## src/rtl/mem_wb_stage.sv

```systemverilog
// MEM/WB pipeline register with load-data alignment/extension, writeback result mux
// and retired-instruction counter for the RV32I pipeline.
module mem_wb_stage #(
  parameter int XLEN  = 32,
  parameter int CNT_W = 64
) (
  input  logic             clk,
  input  logic             reset,
  input  logic             ValidM,
  input  logic             RegWriteM,
  input  logic [2:0]       WriteBackM,
  input  logic [2:0]       funct3M,
  input  logic [XLEN-1:0]  ALUResultM,
  input  logic [XLEN-1:0]  ReadDataM,
  input  logic [XLEN-1:0]  PCPlus4M,
  input  logic [XLEN-1:0]  ImmExtM,
  input  logic [XLEN-1:0]  PCTargetM,
  input  logic [4:0]       RdM,
  input  logic             StallW,
  input  logic             FlushW,
  output logic             RegWriteW,
  output logic [4:0]       RdW,
  output logic [XLEN-1:0]  ResultW,
  output logic             ValidW,
  output logic [CNT_W-1:0] InstretW
);

  localparam logic [2:0] WB_ALU  = 3'b000;
  localparam logic [2:0] WB_LOAD = 3'b001;
  localparam logic [2:0] WB_PC4  = 3'b010;
  localparam logic [2:0] WB_IMM  = 3'b011;
  localparam logic [2:0] WB_PCT  = 3'b100;

  localparam logic [2:0] F3_LB  = 3'b000;
  localparam logic [2:0] F3_LH  = 3'b001;
  localparam logic [2:0] F3_LBU = 3'b100;
  localparam logic [2:0] F3_LHU = 3'b101;

  logic             valid_q,    valid_d;
  logic             regwrite_q, regwrite_d;
  logic [2:0]       wb_sel_q,   wb_sel_d;
  logic [2:0]       funct3_q,   funct3_d;
  logic [XLEN-1:0]  alu_q,      alu_d;
  logic [XLEN-1:0]  rdata_q,    rdata_d;
  logic [1:0]       offset_q,   offset_d;
  logic [XLEN-1:0]  pcplus4_q,  pcplus4_d;
  logic [XLEN-1:0]  imm_q,      imm_d;
  logic [XLEN-1:0]  pctarget_q, pctarget_d;
  logic [4:0]       rd_q,       rd_d;
  logic [CNT_W-1:0] instret_q,  instret_d;

  logic load_en;

  assign load_en = !FlushW && !StallW;

  always_comb begin
    valid_d    = valid_q;
    regwrite_d = regwrite_q;
    wb_sel_d   = wb_sel_q;
    funct3_d   = funct3_q;
    alu_d      = alu_q;
    rdata_d    = rdata_q;
    offset_d   = offset_q;
    pcplus4_d  = pcplus4_q;
    imm_d      = imm_q;
    pctarget_d = pctarget_q;
    rd_d       = rd_q;
    instret_d  = instret_q;
    if (FlushW) begin
      // Bubble: only the qualifying bits matter, the payload is left as-is.
      valid_d    = 1'b0;
      regwrite_d = 1'b0;
    end else if (!StallW) begin
      valid_d    = ValidM;
      regwrite_d = RegWriteM;
      wb_sel_d   = WriteBackM;
      funct3_d   = funct3M;
      alu_d      = ALUResultM;
      rdata_d    = ReadDataM;
      offset_d   = ALUResultM[1:0];
      pcplus4_d  = PCPlus4M;
      imm_d      = ImmExtM;
      pctarget_d = PCTargetM;
      rd_d       = RdM;
    end
    if (load_en && ValidM) begin
      instret_d = instret_q + CNT_W'(1);
    end
  end

  always_ff @(posedge clk or posedge reset) begin
    if (reset) begin
      valid_q    <= 1'b0;
      regwrite_q <= 1'b0;
      wb_sel_q   <= 3'b000;
      funct3_q   <= 3'b000;
      alu_q      <= '0;
      rdata_q    <= '0;
      offset_q   <= 2'b00;
      pcplus4_q  <= '0;
      imm_q      <= '0;
      pctarget_q <= '0;
      rd_q       <= 5'd0;
      instret_q  <= '0;
    end else begin
      valid_q    <= valid_d;
      regwrite_q <= regwrite_d;
      wb_sel_q   <= wb_sel_d;
      funct3_q   <= funct3_d;
      alu_q      <= alu_d;
      rdata_q    <= rdata_d;
      offset_q   <= offset_d;
      pcplus4_q  <= pcplus4_d;
      imm_q      <= imm_d;
      pctarget_q <= pctarget_d;
      rd_q       <= rd_d;
      instret_q  <= instret_d;
    end
  end

  // Byte and halfword lanes of the raw memory word.
  logic [7:0]  byte_lane [4];
  logic [15:0] half_lane [2];

  genvar gi;
  generate
    for (gi = 0; gi < 4; gi++) begin : g_byte
      assign byte_lane[gi] = rdata_q[8*gi +: 8];
    end
    for (gi = 0; gi < 2; gi++) begin : g_half
      assign half_lane[gi] = rdata_q[16*gi +: 16];
    end
  endgenerate

  logic [7:0]      sel_byte;
  logic [15:0]     sel_half;
  logic [XLEN-1:0] load_data;

  assign sel_byte = byte_lane[offset_q];
  // Halfword lane uses offset[1] only; misaligned halves are not trapped here.
  assign sel_half = half_lane[offset_q[1]];

  always_comb begin
    load_data = rdata_q;
    case (funct3_q)
      F3_LB:   load_data = {{(XLEN-8){sel_byte[7]}}, sel_byte};
      F3_LH:   load_data = {{(XLEN-16){sel_half[15]}}, sel_half};
      F3_LBU:  load_data = {{(XLEN-8){1'b0}}, sel_byte};
      F3_LHU:  load_data = {{(XLEN-16){1'b0}}, sel_half};
      default: load_data = rdata_q;
    endcase
  end

  always_comb begin
    ResultW = alu_q;
    case (wb_sel_q)
      WB_ALU:  ResultW = alu_q;
      WB_LOAD: ResultW = load_data;
      WB_PC4:  ResultW = pcplus4_q;
      WB_IMM:  ResultW = imm_q;
      WB_PCT:  ResultW = pctarget_q;
      default: ResultW = alu_q;
    endcase
  end

  // x0 is never written, but ResultW stays valid for forwarding.
  assign RegWriteW = regwrite_q && valid_q && (rd_q != 5'd0);
  assign RdW       = rd_q;
  assign ValidW    = valid_q;
  assign InstretW  = instret_q;

endmodule

```

## config.mk

```make
export PLATFORM = sky130hd
export DESIGN_NAME = mem_wb_stage
export DESIGN_NICKNAME = d
export VERILOG_FILES = /design/src/rtl/mem_wb_stage.sv
export SDC_FILE = /design/constraint.sdc
export NUM_CORES = 1
export LEC_CHECK = 0
export BUFFER_PORTS_ARGS = -buffer_cell sky130_fd_sc_hd__clkbuf_2
export CAP_MARGIN = 20
export CORE_MARGIN = 3
export CORE_UTILIZATION = 35
export CTS_CLUSTER_SIZE = 10
export DETAILED_ROUTE_END_ITERATION = 10
export PLACE_DENSITY = 0.57
export SYNTH_ARGS = -nofsm -noshare
export SYNTH_HDL_FRONTEND = slang
export SYNTH_SLANG_ARGS = --single-unit
```

## constraint.sdc

```tcl
create_clock -name clk -period 7.2 [get_ports clk]
set_clock_uncertainty 0.1 [all_clocks]
set_input_delay 0.36 -clock clk [delete_from_list [all_inputs] [get_ports clk]]
set_output_delay 0.36 -clock clk [all_outputs]
set_load 0.02 [all_outputs]
```

### Word level (Yosys, flattened, before mapping)

Index checks and enable logic that the tools add are counted.

* output and inout port bits: 103
* bits in registers: 239

* bitwise gates (word level): 4
* equality and inequality tests: 8
* reduce and logical (&&, ||, !) cells: 9
* mux-type cells: 12
* $add $sub $neg: 1
* $lt $le $gt $ge: 2

Operators by type and width (number)
* $pmux 32 s4: 2
* $add 64x1->64 const B: 1
* $mux 16: 3
* $bmux 8 s2: 1
* $mux 8: 2
* $eq 3x3->1 const B: 3
* $eq 3x1->1 const B: 2
* $eq 3x2->1 const B: 2
* $reduce_bool 5->1: 1
* $logic_and 1x1->1: 4
* $mux 1: 4
* $ge 3x3->1 const B: 1
* $logic_not 3->1: 1
* $not 2->3: 1
* $ge 2x2->1 const B: 1
* $logic_not 1->1: 2
* $ne 2x1->1 const B: 1
* $not 1->1: 2
* $not 1->2: 1
* $reduce_and 2->1: 1

### Logic depth before layout (Yosys ltp)

Gate-level depths: netlist (run 1).

* depth in word-level cells: 6
* depth in mapped cells: 8

### Worst setup path after synthesis (run 1)

No wires, ideal clock.

* path kind: flip-flop to output port
* from: reg wb_sel_q[2]
* to: out ResultW[16]
* required time: 6.740 ns
* path buffers: 2
* cell stages (with the launch flop): 7
* data arrival time: 1.919 ns
* slack: 4.821 ns
* cells stage by stage: dfrtp_1 > nand2b_1 > clkbuf_1 > nor3_1 > clkbuf_1 > nand2_1 > a31oi_1

* cells in the longest elaborated chain, start to end: 2
* elaborated cells on any way between the ends: 5
* those cells by class: eq/ne (4); mux (1)

Ends and longest elaborated chain
* start: declaration: line 41 `logic [2:0] wb_sel_q, wb_sel_d;`
* start signal: assignment: line 108 `wb_sel_q <= wb_sel_d;`
* $eq 3x3->1 (tied with other cells): line 156 `case (wb_sel_q)`
* $pmux 32 s4 (*): line 156
* end: declaration: line 23 `output logic [XLEN-1:0] ResultW,`

Every way passes the cells marked *; elsewhere a longest branch is shown, timed or not.

### Worst setup path in the final report (run 1)

* from: reg wb_sel_q[2]
* to: out ResultW[20]

Same word-level chain as after synthesis.

==> results.ini, run 1 <==
[finish]
nNetsFinal = 1608
syn_to_final_growth_pct = 38.1
final_cell_count_no_fill = 1844
fillers = 2841
drive_above_1_share_pct = 35.2
multi_input_area_sq_mm = 0.00507
stdcell_area_sq_mm = 0.0156
regArea_sq_mm = 0.00593

[floorplanning]
core_sq_mm = 0.0317
die_w_um = 186
start_util_pct = 35.7
dieArea_sq_mm = 0.0346
boundaryPins = 280
die_y_um = 186
rows = 65

[cts]
root_buffer = clkbuf_16
clock_latency_ps = 540
cts_num_sinks = 237
htreeDepth = 1
path_clk_slew_ps = 60
cts_setup_buffers = 0
cts_buffers = 28
hold_buffers = 175
cts_resized = 0
cts_tree = yes
clockBufferDepth = 3

[synthesis]
synth_compound_area_share_pct = 9.07
synth_top_family_by_area = multiplexers
synth_xor_area_share_pct = 4.95
ys_seq_elements = 237
yosys.area_share.simple_pct = 11.9
synth.area.mux_share_pct = 18.5
postSynthCellCount = 995
synth.area.top_cells = dfrtp_1 52%, mux2_2 16%, nand2_1 3.0%
synth_cell_types = 50
synth_top_cell_by_area = dfrtp_1
synthesis.area_sq_mm = 0.0113
netlist.area_leader.share_pct = 52.3
ys_seq_area_share_pct = 52.3
avgSynthCellArea_sq_um = 11.4
synthAdderAreaFrac_pct = 0.110
synth_nets = 1173
ys_warn_count = 0

[timing]
slew_viol_final = 0
hold_viol_final = 0
fin_crit_ps = 4800
setup_violations = 0
relSlewSlack_pct = 30.7
worst_pin_slew_ps = 1040
setup_tns_ps = 0
min_period_over_period_pct = 66.7
setup_ws_ps = 2400
clock.fmax_mhz = 208
rsz0062_at_grt = no

[detailed_routing]
drt_wl_total_um = 35200
drc = 0
drtAntennaViolNets = 0
viasPerCell = 5.05
dr.pass1.iters = 5
wl_per_cell_um = 19.1
vias = 9315
drt_iter0_drc = 440

[pwr]
vdd_ir_drop_max_uv = 152
power_uw = 3790
p_leak_uw = 0.00725
powerDensity_mw_per_mm2 = 243

[critical_path]
cp_slowest_cell = nor2_1
worst_setup_path_start_kind = register
cp_data_required_time_ps = 6740
path_cells = buf_4 -> nand2b_1 -> nor2_1 -> nand3_1 -> a31oi_1 -> clkbuf_2
worstSetupPathType = reg -> out
cp-end-kind = output pin
worst-path-max-fanout = 66
cp.arrival_ps = 4340
critPathMaxStageDelay_ps = 950

[global_route]
grt_max_degree = 194
first_global_vias = 9652
grt_pass1_wl_um = 54100
grt_util_all_layers_pct = 19.8
grt-ovfl-total = 0
antenna_found_initial = 9

[placed_design]
hpwl_um = 24000
placed_cell_area_sq_mm = 0.0131
placedCellCount = 1627
dp_slack_ps = 3060
port_buffers = 279
globalplace.congestion = 0.851

[run_status]
status = finished clean

[job]
cap_violations = 0

[hold_path]
hold_path_class = in -> reg

-- cells in the final DEF, fill, tap and decap left out, types with 8 or more instances in the layout --
master | Yosys | routed
o221ai_1 | 14 | 14
mux2i_1 | 23 | 23
dlygate4sd3_1 | 0 | 175
nand2_1 | 91 | 91
nand4_1 | 15 | 15
clkbuf_2 | 0 | 279
nor3_1 | 14 | 13
nand3_1 | 22 | 22
inv_1 | 32 | 31
a31oi_1 | 16 | 16
nor2b_1 | 8 | 8
dfrtp_1 | 237 | 235
mux2_2 | 162 | 162
o21ai_0 | 40 | 40
xor2_1 | 30 | 30
xnor2_1 | 34 | 33
a21oi_1 | 22 | 22
o21a_1 | 18 | 18
nor2_1 | 72 | 71
a222oi_1 | 13 | 13
clkbuf_16 | 0 | 29
o22ai_1 | 20 | 20
-- flip-flops by register name (all words and copies together) (netlist names) --
signal,count
InstretW,64
alu_q,32
imm_q,32
pcplus4_q,32
pctarget_q,32
rdata_q,32
RdW,5
funct3_q,3
wb_sel_q,3
ValidW,1
regwrite_q,1
-- area by class of cell --
type / count / area share [%]
Sequential cell: 237 / 37.9
Timing Repair Buffer: 461 / 20.5
Multi-Input combinational cell: 669 / 32.4
Clock buffer: 38 / 4.98
Tap cell: 402 / 3.21
Clock inverter: 1 / 0.0320
Antenna cell: 3 / 0.0480
Inverter: 33 / 0.840
-- through the flow --
stage / hold WS [ps] / utilization, %
6_report: 37.1 / 49.3
5_1_grt: 22.6 / 49.3
4_1_cts: 0.314 / 49.3
3_5_place_dp: 365 / 41.3
3_3_place_gp: 361 / 41.3
2_1_floorplan: 326 / -
-- cell usage after synthesis (all sizes together) --
cell and instances:
ha 1, a222oi 13, and2 4, o311a 1
nor2b 8, nor3b 1, a2bb2oi 7, o21ai 40
inv 32, o31ai 1, o21a 18, or2 1
o31a 1, nor3 17, xor2 30, or3 1
nand3 24, o2111ai 1, nand2b 5, clkbuf 42
mux2i 23, and4bb 1, a31oi 16, a21oi 22
nand4 20, clkinv 1, buf 14, nor4 11
dfrtp 237, mux4 2, or3b 1, nand2 92
xnor2 34, mux2 162, and4 1, o221ai 14
and3 3, a32oi 1, nor2 72, o22ai 20
-- layer usage --
metal / up-vias / GRT usage (%) / wire, um
li1: 4412 / - / -
met1: 4511 / 26.0 / 15100
met2: 305 / 32.1 / 16300
met3: 73 / 6.00 / 2670
met4: 14 / 5.45 / 954
met5: - / 0 / 80
-- kinds of logic (layout without fill, tap and decap cells) --
| family | Yosys count | in the layout |
|---|---|---|
| AOI/OAI and AO/OA | 155 | 155 |
| other | 0 | 3 |
| and+or+nand+nor | 262 | 262 |
| adders and majority gates | 1 | 1 |
| muxes | 187 | 187 |
| DFF | 237 | 237 |
| xor gates and xnor gates | 64 | 64 |
| buffers and inverters | 89 | 533 |
-- critical path: cells and delay by family (launching register included) --
kind | cells | cell delay, ps
and+or+nand+nor | 3 | 2380
buffers and inverters | 2 | 560
AOI/OAI and AO/OA | 1 | 480
DFF | 1 | 380
-- final timing paths --
path | from | end | slack, ps | cells past startpoint
min reg2reg | InstretW[63] | InstretW[63] | 370 | 1
max reg2reg | InstretW[0] | InstretW[52] | 4860 | 6
min in group asynchronous | reset | imm_q[1] | 410 | 3
max in group asynchronous | reset | rdata_q[10] | 5190 | 4
max | wb_sel_q[2] | ResultW[20] | 2400 | 6
min | funct3M[2] | funct3_q[2] | 40 | 2
-- power by group --
group / switching, uW / internal [uW]
combinational: 500 / 412
sequential: 127 / 1490
clock: 529 / 738
No activity file was read; power rests on OpenSTA's default activity.
==> inputs of run 2 (changes only) <==
PLACE_DENSITY = 0.55   (was 0.57)
clock period = 4.45 ns   (was 7.2 ns; I/O delays follow)
==> run 2 against run 1 <==
  * Combinational power grew 60%
  * Critical endpoint is now ResultW[19]
  * Design area rose by 0.46%
  * Global-route usage barely moved
==> results.ini, run 2 (synthesized netlist as in run 1, its figures left out) <==
[cts]
clock_latency_ps = 530  ; was 540 ps
htreeDepth = 1  ; unchanged
path_clk_slew_ps = 60  ; about the same
cts_num_sinks = 237  ; unchanged
clockBufferDepth = 3  ; unchanged
root_buffer = clkbuf_16  ; unchanged
cts_tree = yes  ; unchanged
cts_resized = 0  ; unchanged
cts_buffers = 29  ; was 28

[critical_path]
r2r_start = InstretW[0]  ; unchanged
cp_data_required_time_ps = 4130  ; was 6740 ps
worst_setup_path_start_kind = register  ; unchanged
worstSetupPathType = reg -> out  ; unchanged
cp-end-kind = output pin  ; unchanged
crit_start = wb_sel_q[0]  ; was wb_sel_q[2]
worst-path-max-fanout = 22  ; was 66
cp.arrival_ps = 3270  ; was 4340 ps

[timing]
fin_crit_ps = 3600
min_period_over_period_pct = 80.8
hold_viol_final = 0  ; unchanged
clock.fmax_mhz = 278
worst_pin_slew_ps = 1020  ; was 1040 ps
relSlewSlack_pct = 31.3  ; was 30.7%
slew_viol_final = 0  ; unchanged
rsz0062_at_grt = no  ; unchanged
setup_tns_ps = 0  ; unchanged
setup_violations = 0  ; unchanged

[detailed_routing]
wl_per_cell_um = 18.9  ; was 19.1 um
drc = 0  ; unchanged
drt_iter0_drc = 550  ; was 440
drt_wl_total_um = 35100  ; was 35200 um
dr.pass1.iters = 5  ; unchanged
vias = 9322  ; was 9315
viasPerCell = 5.04  ; was 5.05
drtAntennaViolNets = 0  ; unchanged

[floorplanning]
dieArea_sq_mm = 0.0346  ; unchanged
die_y_um = 186  ; unchanged
start_util_pct = 35.7  ; unchanged
rows = 65  ; unchanged
die_w_um = 186  ; unchanged
core_sq_mm = 0.0317  ; unchanged
boundaryPins = 280  ; unchanged

[global_route]
grt-ovfl-total = 0  ; unchanged
grt_util_all_layers_pct = 19.9  ; was 19.8%
first_global_vias = 9686  ; was 9652
grt_pass1_wl_um = 54000  ; was 54100 um
antenna_found_initial = 6  ; was 9
grt_max_degree = 167  ; was 194

[placed_design]
port_buffers = 279  ; unchanged
placedCellCount = 1629  ; was 1627
placed_cell_area_sq_mm = 0.0131  ; about the same
globalplace.congestion = 0.839  ; was 0.851
hpwl_um = 24100  ; was 24000 um

[finish]
nNetsFinal = 1612  ; was 1608
syn_to_final_growth_pct = 38.7  ; was 38.1%
stdcell_area_sq_mm = 0.0157  ; was 0.0156 sq mm
final_cell_count_no_fill = 1851  ; was 1844
drive_above_1_share_pct = 35.5  ; was 35.2%
mostFrequentLayoutCells = 279 x clkbuf_2, 235 x dfrtp_1, 176 x dlygate4sd3_1  ; was 279 x clkbuf_2, 235 x dfrtp_1, 175 x dlygate4sd3_1
final_common_cell = clkbuf_2  ; unchanged
largest_register_ffs = 64  ; unchanged

[pwr]
vdd_ir_drop_max_uv = 284  ; was 152 uV
powerDensity_mw_per_mm2 = 394  ; was 243 mW/mm^2
p_leak_uw = 0.00728  ; was 0.00725 uW

[hold_path]
hold_path_class = in -> reg  ; unchanged
hp-start = StallW  ; was funct3M[2]

[job]
cap_violations = 0  ; unchanged

[run_status]
status = finished clean  ; unchanged

## run 2: metrics by stage
step	worst slack, ps	util (%)	power, uW	hold slack (ps)
floorplan	1020	-	3490	189
global placement	1520	41.4	3980	327
detailed placement	1460	41.4	4000	333
CTS	873	49.5	6270	59.4
global route	586	49.5	6510	111
finish	853	49.6	6190	67.6
## run 2: layer usage
| layer | track usage [%] | wire length (um) | vias to the layer above |
|---|---|---|---|
| met3 | 4.53 | 2520 | 62 |
| met1 | 26.5 | 15400 | 4501 |
| li1 | - | - | 4426 |
| met5 | 0 | 27 | - |
| met2 | 32.4 | 16000 | 329 |
| met4 | 6.34 | 1120 | 4 |
## run 2: worst paths after layout
| path | endpoint | slack, ps | cells after the start |
|---|---|---|---|
| max | ResultW[19] | 850 | 5 |
| min | imm_q[16] | 70 | 4 |
| max reg2reg | InstretW[56] | 2140 | 6 |
| min reg2reg | InstretW[63] | 370 | 1 |
| max in group asynchronous | pctarget_q[12] | 3110 | 4 |
| min in group asynchronous | imm_q[3] | 360 | 4 |
## run 2: area by class of cell
cell class / count / area, sq um
Fill cell: 2888 / 16000
Inverter: 33 / 128
Timing Repair Buffer: 464 / 3250
Clock buffer: 39 / 803
Sequential cell: 237 / 5930
Clock inverter: 2 / 13.8
Antenna cell: 5 / 12.5
Tap cell: 402 / 503
Multi-Input combinational cell: 669 / 5070
## run 2: what timing repair did
action | CTS | global route
buffers inserted | 0 | 0
endpoints found under the hold margin | 410 | 0
hold buffers | 176 | 0
## run 2: report_power, final
group	leakage (uW)	switching [uW]	internal, uW	total, uW
logic	0.00398	790	670	1460
registers	0.00289	220	2410	2630
clock network	0.000402	871	1230	2100
total	0.00728	1880	4310	6190
## run 2: critical path, stage by stage (launching register included)
cell and delay, ps:
dfrtp_2 610, nand2b_1 550, nor3_2 960, nand2_1 140, a31oi_1 260, clkbuf_2 210
